==> src/rtl/tx_ram_rd_ctrl.sv <==
// Read-side controller for the TX distributed SDPRAM: pointer sync, RAM read, output register, framing check.
// Optional mid-frame starvation counter enabled with `define TX_RD_UNDERRUN_CNT_EN.
module tx_ram_rd_ctrl #(
  parameter int ADDR_WIDTH  = 4,
  parameter int DATA_WIDTH  = 70,
  parameter int SYNC_STAGES = 2
) (
  input  logic                  clk,
  input  logic                  rst_n,
  input  logic [ADDR_WIDTH:0]   wr_ptr_gray,
  output logic [ADDR_WIDTH:0]   rd_ptr_gray,
  output logic [ADDR_WIDTH-1:0] rd_addr,
  input  logic [DATA_WIDTH-1:0] rd_data,
  output logic [DATA_WIDTH-1:0] out_data,
  output logic                  out_valid,
  input  logic                  out_ready,
  output logic [ADDR_WIDTH:0]   fill_level,
  output logic                  frame_err
`ifdef TX_RD_UNDERRUN_CNT_EN
  ,
  input  logic                  underrun_clr,
  output logic [15:0]           underrun_cnt
`endif
);

  // state | meaning
  // IDLE  | between frames, next loaded word must carry sof
  // FRAME | inside a frame, waiting for the word carrying eof
  typedef enum logic {IDLE, FRAME} state_t;

  localparam int SOF_BIT = 64;
  localparam int EOF_BIT = 65;
  localparam logic [ADDR_WIDTH:0] PTR_ONE = {{ADDR_WIDTH{1'b0}}, 1'b1};

  function automatic logic [ADDR_WIDTH:0] gray2bin(input logic [ADDR_WIDTH:0] g);
    logic [ADDR_WIDTH:0] b;
    b[ADDR_WIDTH] = g[ADDR_WIDTH];
    for (int i = ADDR_WIDTH - 1; i >= 0; i--) b[i] = b[i+1] ^ g[i];
    return b;
  endfunction

  logic [ADDR_WIDTH:0] sync_q [SYNC_STAGES];
  logic [ADDR_WIDTH:0] wr_ptr_s;
  logic [ADDR_WIDTH:0] rd_ptr;
  logic                empty;
  logic                load;
  state_t              state, state_nxt;
  logic                frame_err_nxt;

  always_ff @(posedge clk or negedge rst_n) begin
    if (!rst_n) begin
      for (int i = 0; i < SYNC_STAGES; i++) sync_q[i] <= '0;
    end else begin
      sync_q[0] <= wr_ptr_gray;
      for (int i = 1; i < SYNC_STAGES; i++) sync_q[i] <= sync_q[i-1];
    end
  end

  assign wr_ptr_s = gray2bin(sync_q[SYNC_STAGES-1]);
  assign empty    = (wr_ptr_s == rd_ptr);
  assign load     = !empty && (!out_valid || out_ready);
  assign rd_addr  = rd_ptr[ADDR_WIDTH-1:0];

  always_ff @(posedge clk or negedge rst_n) begin
    if (!rst_n) begin
      rd_ptr      <= '0;
      rd_ptr_gray <= '0;
      fill_level  <= '0;
      out_data    <= '0;
      out_valid   <= 1'b0;
    end else begin
      rd_ptr_gray <= rd_ptr ^ (rd_ptr >> 1);
      fill_level  <= wr_ptr_s - rd_ptr;
      if (load) begin
        out_data  <= rd_data;
        out_valid <= 1'b1;
        rd_ptr    <= rd_ptr + PTR_ONE;
      end else if (out_valid && out_ready) begin
        out_valid <= 1'b0;
      end
    end
  end

  always_ff @(posedge clk or negedge rst_n) begin
    if (!rst_n) begin
      state     <= IDLE;
      frame_err <= 1'b0;
    end else begin
      state     <= state_nxt;
      frame_err <= frame_err_nxt;
    end
  end

  // A stray sof inside a frame restarts the frame rather than closing it.
  always_comb begin
    state_nxt     = state;
    frame_err_nxt = 1'b0;
    if (load) begin
      case (state)
        IDLE: begin
          if (!rd_data[SOF_BIT]) frame_err_nxt = 1'b1;
          else if (!rd_data[EOF_BIT]) state_nxt = FRAME;
        end
        FRAME: begin
          if (rd_data[SOF_BIT]) frame_err_nxt = 1'b1;
          if (rd_data[EOF_BIT]) state_nxt = IDLE;
        end
        default: state_nxt = IDLE;
      endcase
    end
  end

`ifdef TX_RD_UNDERRUN_CNT_EN
  always_ff @(posedge clk or negedge rst_n) begin
    if (!rst_n) begin
      underrun_cnt <= '0;
    end else if (underrun_clr) begin
      underrun_cnt <= '0;
    end else if (state == FRAME && empty && (!out_valid || out_ready) &&
                 underrun_cnt != 16'hFFFF) begin
      underrun_cnt <= underrun_cnt + 16'd1;
    end
  end
`else
  // Starvation counter not built.
`endif

endmodule

==> config.mk <==
export PLATFORM = sky130hd
export DESIGN_NAME = tx_ram_rd_ctrl
export DESIGN_NICKNAME = d
export VERILOG_FILES = /design/src/rtl/tx_ram_rd_ctrl.sv
export SDC_FILE = /design/constraint.sdc
export NUM_CORES = 1
export LEC_CHECK = 0
export CORE_MARGIN = 3
export CORE_UTILIZATION = 42
export CTS_BUF_LIST = sky130_fd_sc_hd__clkbuf_8 sky130_fd_sc_hd__clkbuf_16
export DETAILED_ROUTE_END_ITERATION = 10
export PLACE_DENSITY = 0.91
export SLEW_MARGIN = 10
export SYNTH_ARGS = -nofsm -noshare
export SYNTH_HDL_FRONTEND = slang
export SYNTH_SLANG_ARGS = --single-unit
==> constraint.sdc <==
create_clock -name clk -period 3.45 [get_ports clk]
set_input_delay 0.345 -clock clk [delete_from_list [all_inputs] [get_ports clk]]
set_output_delay 0.345 -clock clk [all_outputs]
set_load 0.02 [all_outputs]
==> results.txt, run 1 <==
Worst setup SP type -> register
cell accounting for the most synthesized area -> dfrtp_1
clk sinks -> 98
Slew Viols, Final -> 0
final wirelength -> 8.05 mm
fraction of layout cells with a size suffix above 1 -> 22.7%
Tot GR Track Use -> 16.4%
clock latency at the later pin of the worst-skew pair -> 0.35 ns
total leakage power -> 2.37 nW
Avg WL per Cell -> 16.1 um
placed cell area -> 5420 um2
post-synthesis sequential area ratio -> 66.5%
clk slew on worst S/H paths -> 0.09 ns
Final Instance Area -> 5640 um2
Num CTS Buffers -> 9
critical path's largest stage delay -> 0.42 ns
Filler Cells Inserted -> 614
metal3 WL -> 686 um
IO Port Bufs -> 163
cell area power density -> 733 nW/um2
max-cap violation count -> 0
Mapped Area -> 3690 um2
setup ws final -> 0.476 ns
H-tree level count -> 3
placed cell count -> 485
Critical-path top delay cell -> dfrtp_1
commonest non-fill, non-tap cell in the layout -> clkdlybuf4s50_1
largest net degree at the start of global routing -> 79
simple logic cell fraction of the synthesized area -> 1.19%
Tightest Pin Transition -> 0.916 ns
Comb pwr share -> 41.2%
final worst-path cycle share -> 86.2%
Top Metal Used -> met4
Clock Tree Buf Depth -> 2
row count -> 33
setup violators final -> 0
Data arrival, critical path -> 3.20 ns
Post-Synthesis Cells -> 226
R2R cell count -> 9
vias in the first global route -> 2567
largest family of logic cells by synthesized area -> multiplexers
WP data required -> 3.68 ns
IO Pins -> 164
initial drt markers -> 42
top cell type's share of synthesized area -> 66.5%
Max Fclk -> 336 MHz
sw power -> 0.00136 W
worst path cell trace -> xor2_1 -> xor2_1 -> xnor2_1 -> xor2_1 -> ha_1 -> and4_1 -> a21boi_4 -> buf_12 -> mux2_2
Critical Path End Type -> register
Final nets -> 477
Sw Share -> 32.9%
Slew Limit Headroom -> 38.9%
initial antenna violation count -> 0
clock share of power -> 19.2%
Reg2Reg Setup Slack -> 0.48 ns
critical path type -> reg2reg
DR vias/cell -> 4.72
most frequent cells in the layout -> clkdlybuf4s50_1 (162), dfrtp_1 (98), mux2_2 (69)
Adder-Cell Fraction of Synth Area -> 2.92%
Setup crit start -> sync_q[4]
Post-Place Setup Slack -> 0.467 ns
RSZ-0062 raised after global routing -> false
Flop pwr share -> 39.6%
most frequent cell on the critical path -> xor2_1
status -> completed
WHS -> 0.133 ns
GR Overflow Total -> 0
M1 wire length -> 3.07 mm
number of setup buffers added after CTS -> 0
Finished Layout Cells -> 501
Synth Area in Compound Gates -> 1.59%
highest fanout seen on the critical path -> 36
Fin Setup TNS -> 0 ns
FF/Latch Area -> 2450 um2
# diodes -> 0
area grow syn2layout -> 52.8%
Core ar. -> 8380 um2
synth top area cells -> dfrtp_1 (66%), mux2_2 (21%), ha_1 (2.4%)
Chip Width -> 99.7 um
residual DRC count -> 0
clk root buf -> clkbuf_8
fin crit period -> 2.97 ns
PostCTS Resize Cnt -> 0
Syn Nets -> 312
clk_skew -> 0.0105 ns
reg2reg end -> out_data[7]
count of different cell masters after synthesis -> 21
via total after detailed routing -> 2365
multi-input combinational cell area -> 1130 um2
HP Class -> in2async
cts hold-fix bufs -> 0
XOR/XNOR Fraction of Synth Area -> 3.53%
Routability Congestion -> 0.781
first-pass GRT wire length -> 12.7 mm
CTS tree -> built
Syn. warnings -> 0
worst vdd ir -> 346 uV
Initial Util -> 44.0%
antenna viol nets, final -> 0
die area -> 9950 um2
register bit total from synthesis -> 98
syn_area_per_cell -> 16.3 um2
WL met2 -> 4.20 mm
mux cell area share after synthesis -> 21.4%
hpwl dp -> 6.06 mm
Die H -> 99.7 um
TritonRoute pass-1 iters -> 4
Int Pwr -> 0.00277 W
hold violation total from the final report -> 0
worst r2r src -> sync_q[4]
==> worst max-delay path by stage <==
stage                     cells past startpoint           end
after CTS                                     9  out_data[61]
after global placement                        9  out_data[18]
after detailed placement                      9   out_data[3]
after floorplan                              10  out_data[46]
after global routing                          9  out_data[18]
final                                         9   out_data[7]
==> worst max-delay path: cells and delay by family (launching register included) <==
kind | cells | cell delay, ns
buffers and inverters | 1 | 0.27
XOR/XNOR | 4 | 0.91
flip-flops | 1 | 0.42
AO/OA/AOI/OAI | 1 | 0.40
AND/OR/NAND/NOR | 1 | 0.22
multiplexers | 1 | 0.36
adder cells (fa/ha/maj) | 1 | 0.26
==> layout make-up <==
type	instances	area share, %
tap	105	2.33
multi-input combinational	108	20.0
timing repair buffer	166	29.7
sequential	98	43.5
inverter	8	0.533
clock inverter	7	1.69
clock buffer	9	2.20
==> flip-flops by register name, indices dropped and copies added (netlist names) <==
name	cells
out_data	70
fill_level	5
out_valid	1
frame_err	1
state	1
rd_ptr	5
sync_q	10
rd_ptr_gray	5
==> cell families (layout without fill, tap and decap cells) <==
kind of cell / count (synthesis) / after routing
buffers and inverters: 20 / 190
flip-flops: 98 / 98
adder cells (fa/ha/maj): 8 / 8
multiplexers: 70 / 70
AO/OA/AOI/OAI: 8 / 8
XOR/XNOR: 14 / 14
AND/OR/NAND/NOR: 8 / 8
==> cell usage after synthesis (all sizes together) <==
cell type	instances
dfrtp	98
mux2	70
buf	12
xnor2	9
inv	8
ha	7
xor2	5
a21oi	4
nand3	3
a21o	2
nand2	2
a21boi	1
and2	1
and4	1
fa	1
nand2b	1
o21ai	1
==> stage by stage <==
| stage | total power (W) | utilization, % |
|---|---|---|
| 5_1_grt | 0.00435 | 67.3 |
| 3_5_place_dp | 0.00339 | 64.7 |
| 2_1_floorplan | 0.00256 | - |
| 3_3_place_gp | 0.00332 | 64.7 |
| 6_report | 0.00413 | 67.3 |
| 4_1_cts | 0.00419 | 67.3 |
==> routing by layer <==
layer / vias up / GRT usage [%]
met1: 1167 / 19.1
met2: 99 / 27.4
li1: 1091 / -
met4: 0 / 5.04
met5: - / 0
met3: 8 / 7.01
==> power groups by stage <==
stage | clock network (W) | registers (W) | logic [W]
after floorplan | 0 | 0.00198 | 0.000588
after global placement | 0 | 0.00165 | 0.00167
after detailed placement | 0 | 0.00167 | 0.00172
after CTS | 0.000818 | 0.00165 | 0.00173
after global routing | 0.000864 | 0.00168 | 0.00180
final | 0.000794 | 0.00164 | 0.00170
Note: power is estimated with default switching activity, not from simulation.
==> inputs of run 2 (changes only) <==
==> constraint.sdc (replaced) <==
create_clock -name clk -period 3.3 [get_ports clk]
set_input_delay 0.33 -clock clk [delete_from_list [all_inputs] [get_ports clk]]
set_output_delay 0.33 -clock clk [all_outputs]
set_load 0.02 [all_outputs]
==> results.txt, run 2 (synthesized netlist as in run 1, its figures left out) <==
critical path type -> reg2reg (unchanged)
Die H -> 99.7 um (unchanged)
HP Class -> in2async (unchanged)
worst vdd ir -> 378 uV (was 346 uV)
fin crit period -> 2.79 ns (was 2.97 ns)
Fin Setup TNS -> 0 ns (unchanged)
clk_skew -> 0.0144 ns (was 0.0105 ns)
clk sinks -> 98 (unchanged)
Initial Util -> 44.0% (unchanged)
hpwl dp -> 6.01 mm (was 6.06 mm)
# diodes -> 0 (unchanged)
Num CTS Buffers -> 9 (unchanged)
Routability Congestion -> 0.778 (was 0.781)
TritonRoute pass-1 iters -> 4 (unchanged)
final worst-path cycle share -> 84.5% (was 86.2%)
Chip Width -> 99.7 um (unchanged)
initial drt markers -> 53 (was 42)
number of setup buffers added after CTS -> 0 (unchanged)
highest fanout seen on the critical path -> 41 (was 36)
DR vias/cell -> 4.67 (was 4.72)
Avg WL per Cell -> 16.1 um (about the same)
clock latency at the later pin of the worst-skew pair -> 0.35 ns (about the same)
cell area power density -> 740 nW/um2 (was 733 nW/um2)
most frequent cells in the layout -> clkdlybuf4s50_1 (162), dfrtp_1 (98), mux2_2 (69) (unchanged)
via total after detailed routing -> 2345 (was 2365)
area grow syn2layout -> 51.5% (was 52.8%)
setup violators final -> 0 (unchanged)
CTS tree -> built (unchanged)
clk root buf -> clkbuf_8 (unchanged)
H-tree level count -> 3 (unchanged)
fraction of layout cells with a size suffix above 1 -> 22.4% (was 22.7%)
Core ar. -> 8380 um2 (unchanged)
residual DRC count -> 0 (unchanged)
Slew Limit Headroom -> 33.5% (was 38.9%)
row count -> 33 (unchanged)
antenna viol nets, final -> 0 (unchanged)
Tightest Pin Transition -> 0.997 ns (was 0.916 ns)
final wirelength -> 8.08 mm (was 8.05 mm)
Power Total -> 0.00414 W (was 0.00413 W)
die area -> 9950 um2 (unchanged)
largest net degree at the start of global routing -> 84 (was 79)
Regs by FF count -> out_data: 70 flops, sync_q: 10 flops (unchanged)
max-cap violation count -> 0 (unchanged)
status -> completed (unchanged)
Tot GR Track Use -> 17.3% (was 16.4%)
clk slew on worst S/H paths -> 0.09 ns (about the same)
total leakage power -> 2.36 nW (was 2.37 nW)
Worst setup SP type -> register (unchanged)
Max Fclk -> 359 MHz (was 336 MHz)
Filler Cells Inserted -> 624 (was 614)
IO Port Bufs -> 163 (unchanged)
commonest non-fill, non-tap cell in the layout -> clkdlybuf4s50_1 (unchanged)
RSZ-0062 raised after global routing -> false (unchanged)
Largest Register -> out_data (unchanged)
Data arrival, critical path -> 3.01 ns (was 3.20 ns)
first-pass GRT wire length -> 13.4 mm (was 12.7 mm)
hold violation total from the final report -> 0 (unchanged)
initial antenna violation count -> 0 (unchanged)
Reg2Reg Setup Slack -> 0.51 ns (was 0.48 ns)
WP data required -> 3.52 ns (was 3.68 ns)
cts hold-fix bufs -> 0 (unchanged)
Slew Viols, Final -> 0 (unchanged)
PostCTS Resize Cnt -> 0 (unchanged)
Clock Tree Buf Depth -> 2 (unchanged)
vias in the first global route -> 2670 (was 2567)
Largest register FFs -> 70 (unchanged)
Final nets -> 478 (was 477)
IO Pins -> 164 (unchanged)
GR Overflow Total -> 0 (unchanged)
Critical Path End Type -> register (unchanged)
==> run 2: changes by cell type in the layout (fill, tap and decap cells not counted) <==
cell        change
clkinv_2        +1
inv_1           +2
bufinv_16       -2
buf_4           +1
clkinvlp_4      -1
==> run 2: path summary, 6_finish.rpt <==
kind	end	start	cells after the start
max in group asynchronous	out_data[61]	rst_n	2
min in group clk	sync_q[4]	sync_q[9]	0
min	rd_ptr[3]	rst_n	1
max reg2reg	out_data[68]	sync_q[4]	9
max	out_data[68]	sync_q[4]	9
min reg2reg	sync_q[4]	sync_q[9]	0
==> run 2: worst max-delay path, stage by stage, from the launching register on <==
cell,delay [ns]
dfrtp_1,0.42
xor2_1,0.23
xor2_1,0.26
xnor2_1,0.25
xor2_1,0.18
ha_1,0.26
and4_1,0.22
a21boi_4,0.22
buf_12,0.25
mux2_2,0.37
==> run 2: layer usage <==
metal  share of wire, %  up-vias  GRT usage [%]
li1                   -     1097              -
met1                 38     1145           19.7
met2                 52       91           30.2
met3                8.3       12           5.82
met4                1.6        0           6.41
met5                  0        -              0
==> run 2: final cells by class <==
type                    instances  area [um2]  share of cell area [%]
clock inverters                 7        40.0                   0.716
flip-flops and latches         98        2450                    43.9
repair buffers                167        1680                    30.1
inverters                       8        30.0                   0.537
clock buffers                   9         124                    2.22
multi-input cells             108        1130                    20.2
well taps                     105         131                    2.35
==> run 2: through the flow <==
stage	setup slack (ns)	util (%)	std cells	area, um2	hold slack, ns
floorplan	0.685	-	226	3690	0.0344
global placement	0.617	64.7	486	5430	0.336
detailed placement	0.477	64.7	486	5430	0.335
CTS	0.474	66.7	502	5590	0.180
global route	0.309	66.7	502	5590	0.216
finish	0.512	66.7	502	5590	0.146
==> run 2: power breakdown <==
group          leakage [nW]  switching [W]  internal, W
logic                  1.13       0.000817     0.000951
registers              1.14       0.000189      0.00152
clock network        0.0890       0.000393     0.000267
==> inputs of run 3 (changes only) <==
--- a/config.mk
+++ b/config.mk
@@ -6,10 +6,10 @@
 export NUM_CORES = 1
 export LEC_CHECK = 0
 export CORE_MARGIN = 3
-export CORE_UTILIZATION = 42
+export CORE_UTILIZATION = 38
 export CTS_BUF_LIST = sky130_fd_sc_hd__clkbuf_8 sky130_fd_sc_hd__clkbuf_16
 export DETAILED_ROUTE_END_ITERATION = 10
-export PLACE_DENSITY = 0.91
+export PLACE_DENSITY = 0.88
 export SLEW_MARGIN = 10
 export SYNTH_ARGS = -nofsm -noshare
 export SYNTH_HDL_FRONTEND = slang
==> constraint.sdc (replaced) <==
create_clock -name clk -period 2.24 [get_ports clk]
set_input_delay 0.224 -clock clk [delete_from_list [all_inputs] [get_ports clk]]
set_output_delay 0.224 -clock clk [all_outputs]
set_load 0.02 [all_outputs]
==> results.txt, run 3 (synthesized netlist as in run 1, its figures left out) <==
status -> finished, violations left (was completed)
failing checks -> setup timing
fraction of layout cells with a size suffix above 1 -> 28.7% (was 22.4%)
Post-Place Setup Slack -> -0.509 ns (was 0.477 ns)
Final nets -> 502 (was 478)
final worst-path cycle share -> 116% (was 84.5%)
Critical Path End Type -> register (unchanged)
Die H -> 105 um (was 99.7 um)
hold_sp -> wr_ptr_gray[3]
commonest non-fill, non-tap cell in the layout -> clkdlybuf4s50_1 (unchanged)
met2 Use GR -> 30.2% (about the same)
IO Port Bufs -> 163 (unchanged)
clk root buf -> clkbuf_8 (unchanged)
vias in the first global route -> 2764 (was 2670)
initial drt markers -> 52 (was 53)
WP data required -> 2.47 ns (was 3.52 ns)
max-cap violation count -> 0 (unchanged)
clk slew on worst S/H paths -> 0.09 ns (about the same)
Chip Width -> 105 um (was 99.7 um)
hpwl dp -> 6.06 mm (was 6.01 mm)
worst r2r src -> sync_q[4] (unchanged)
first-pass GRT wire length -> 14.5 mm (was 13.4 mm)
HP Class -> in2reg (was in2async)
area grow syn2layout -> 69.8% (was 51.5%)
met3 global-route usage -> 4.82% (was 5.82%)
antenna viol nets, final -> 0 (unchanged)
Core ar. -> 9330 um2 (was 8380 um2)
Comb pwr share -> 44.9% (was 42.7%)
critical path type -> reg2reg (unchanged)
total leakage power -> 2.81 nW (was 2.36 nW)
Largest register FFs -> 70 (unchanged)
clock latency at the later pin of the worst-skew pair -> 0.35 ns (about the same)
Hold Path Cell Cnt -> 1
IO Pins -> 164 (unchanged)
TritonRoute pass-1 iters -> 2 (was 4)
Worst setup SP type -> register (unchanged)
Initial Util -> 39.6% (was 44.0%)
Flop pwr share -> 36.2% (was 41.4%)
fin crit period -> 2.59 ns (was 2.79 ns)
most frequent cells in the layout -> clkdlybuf4s50_1 (162), dfrtp_1 (98), mux2_4 (53) (was clkdlybuf4s50_1 (162), dfrtp_1 (98), mux2_2 (69))
Tot GR Track Use -> 17.0% (was 17.3%)
setup ws final -> -0.351 ns (was 0.512 ns)
initial antenna violation count -> 0 (unchanged)
worst vdd ir -> 479 uV (was 378 uV)
residual DRC count -> 0 (unchanged)
Top Usage Layer GRT -> met2 (unchanged)
reg2reg end -> out_data[38] (was out_data[68])
largest net degree at the start of global routing -> 99 (was 84)
DR vias/cell -> 4.56 (was 4.67)
H-tree level count -> 3 (unchanged)
Clock Tree Buf Depth -> 2 (unchanged)
cell area power density -> 1110 nW/um2 (was 740 nW/um2)
Int Pwr -> 0.00475 W (was 0.00274 W)
clk_skew -> 0.0121 ns (was 0.0144 ns)
end of the worst hold path -> sync_q[8]
Largest Register -> out_data (unchanged)
setup violators final -> 77 (was 0)
sw power -> 0.00222 W (was 0.00140 W)
CTS tree -> built (unchanged)
# diodes -> 0 (unchanged)
RSZ-0062 raised after global routing -> true (was false)
final wirelength -> 9.67 mm (was 8.08 mm)
hold violation total from the final report -> 0 (unchanged)
Regs by FF count -> out_data: 70 flops, sync_q: 10 flops (unchanged)
Num CTS Buffers -> 9 (unchanged)
Max Fclk -> 386 MHz (was 359 MHz)
Slew Viols, Final -> 0 (unchanged)
Slew Limit Headroom -> 62.9% (was 33.5%)
Data arrival, critical path -> 2.82 ns (was 3.01 ns)
highest fanout seen on the critical path -> 6 (was 41)
GR Overflow Total -> 0 (unchanged)
Core Util, Final -> 67.2% (was 66.7%)
die area -> 10900 um2 (was 9950 um2)
clk sinks -> 98 (unchanged)
via total after detailed routing -> 2507 (was 2345)
Reg2Reg Setup Slack -> -0.35 ns (was 0.51 ns)
Tightest Pin Transition -> 0.557 ns (was 0.997 ns)
clock share of power -> 18.9% (was 15.9%)
R2R cell count -> 10 (was 9)
Avg WL per Cell -> 17.6 um (was 16.1 um)
Sw Share -> 31.8% (was 33.8%)
met1 usage -> 19.5% (was 19.7%)
Fin Setup TNS -> -23.94 ns (was 0 ns)
row count -> 35 (was 33)
Routability Congestion -> 0.802 (was 0.778)
[run 3: cell count changes in the layout (fill, tap and decap cells not counted), moves of 2 or more]
cell	previous run	this run
a21oi_1	4	2
xor2_1	5	3
mux2_4	0	53
a21oi_2	0	2
clkbuf_16	0	5
mux2_2	69	17
buf_16	0	2
bufinv_16	0	3
buf_6	0	4
xor2_2	0	2
buf_4	3	14
[run 3: through the flow]
stage | cells | total power (W) | area [um2] | hold WS (ns)
3_3_place_gp | 517 | 0.00520 | 5530 | 0.314
3_5_place_dp | 517 | 0.00528 | 5530 | 0.322
5_1_grt | 550 | 0.00734 | 6260 | 0.304
6_report | 550 | 0.00697 | 6260 | 0.313
4_1_cts | 542 | 0.00680 | 5990 | 0.292
2_1_floorplan | 226 | 0.00396 | 3700 | -0.0716
[run 3: what timing repair did]
action                                  4_1_cts  5_1_grt
hold endpoints to repair                     98        0
endpoints found under the setup margin       78       78
hold buffers                                  1        0
gates resized for setup                      30       35
buffers inserted                              6        3
pin swaps                                     5        4
cloned                                        2        5
[run 3: power by group through the flow]
stage | clock network [W] | logic (W) | registers, W
2_1_floorplan | 0 | 0.000922 | 0.00304
3_3_place_gp | 0 | 0.00269 | 0.00251
3_5_place_dp | 0 | 0.00274 | 0.00254
4_1_cts | 0.00136 | 0.00292 | 0.00252
5_1_grt | 0.00142 | 0.00332 | 0.00260
6_report | 0.00132 | 0.00313 | 0.00252
[run 3: critical path: stages, from the launching register on]
cell and delay, ns:
dfrtp_1 0.42, xor2_2 0.24, xor2_2 0.21, xnor2_2 0.16, xor2_1 0.17, ha_1 0.26, and4_4 0.19, a21boi_4 0.18
buf_6 0.18, clkbuf_16 0.18, mux2_4 0.30
[run 3: final cells by class]
cell class	count	area, um2
inverters	8	30.0
clock buffers	9	124
repair buffers	191	2020
multi-input cells	108	1370
flip-flops and latches	98	2450
well taps	129	161
fillers	704	3060
clock inverters	7	110
[run 3: layer usage]
metal / wire length [um] / vias to the layer above
li1: - / 1140
met5: 0 / -
met2: 5070 / 81
met4: 158 / 0
met3: 568 / 11
met1: 3870 / 1275
[run 3: how the worst max path moves through the flow]
stage	from	to	slack [ns]	depth (start not counted)
finish	sync_q[4]	out_data[38]	-0.35	10
global route	sync_q[4]	out_data[43]	-0.50	10
CTS	sync_q[3]	out_data[13]	-0.34	10
detailed placement	sync_q[4]	out_data[53]	-0.51	9
global placement	sync_q[4]	out_data[40]	-0.40	9
floorplan	sync_q[4]	out_data[46]	-0.32	10
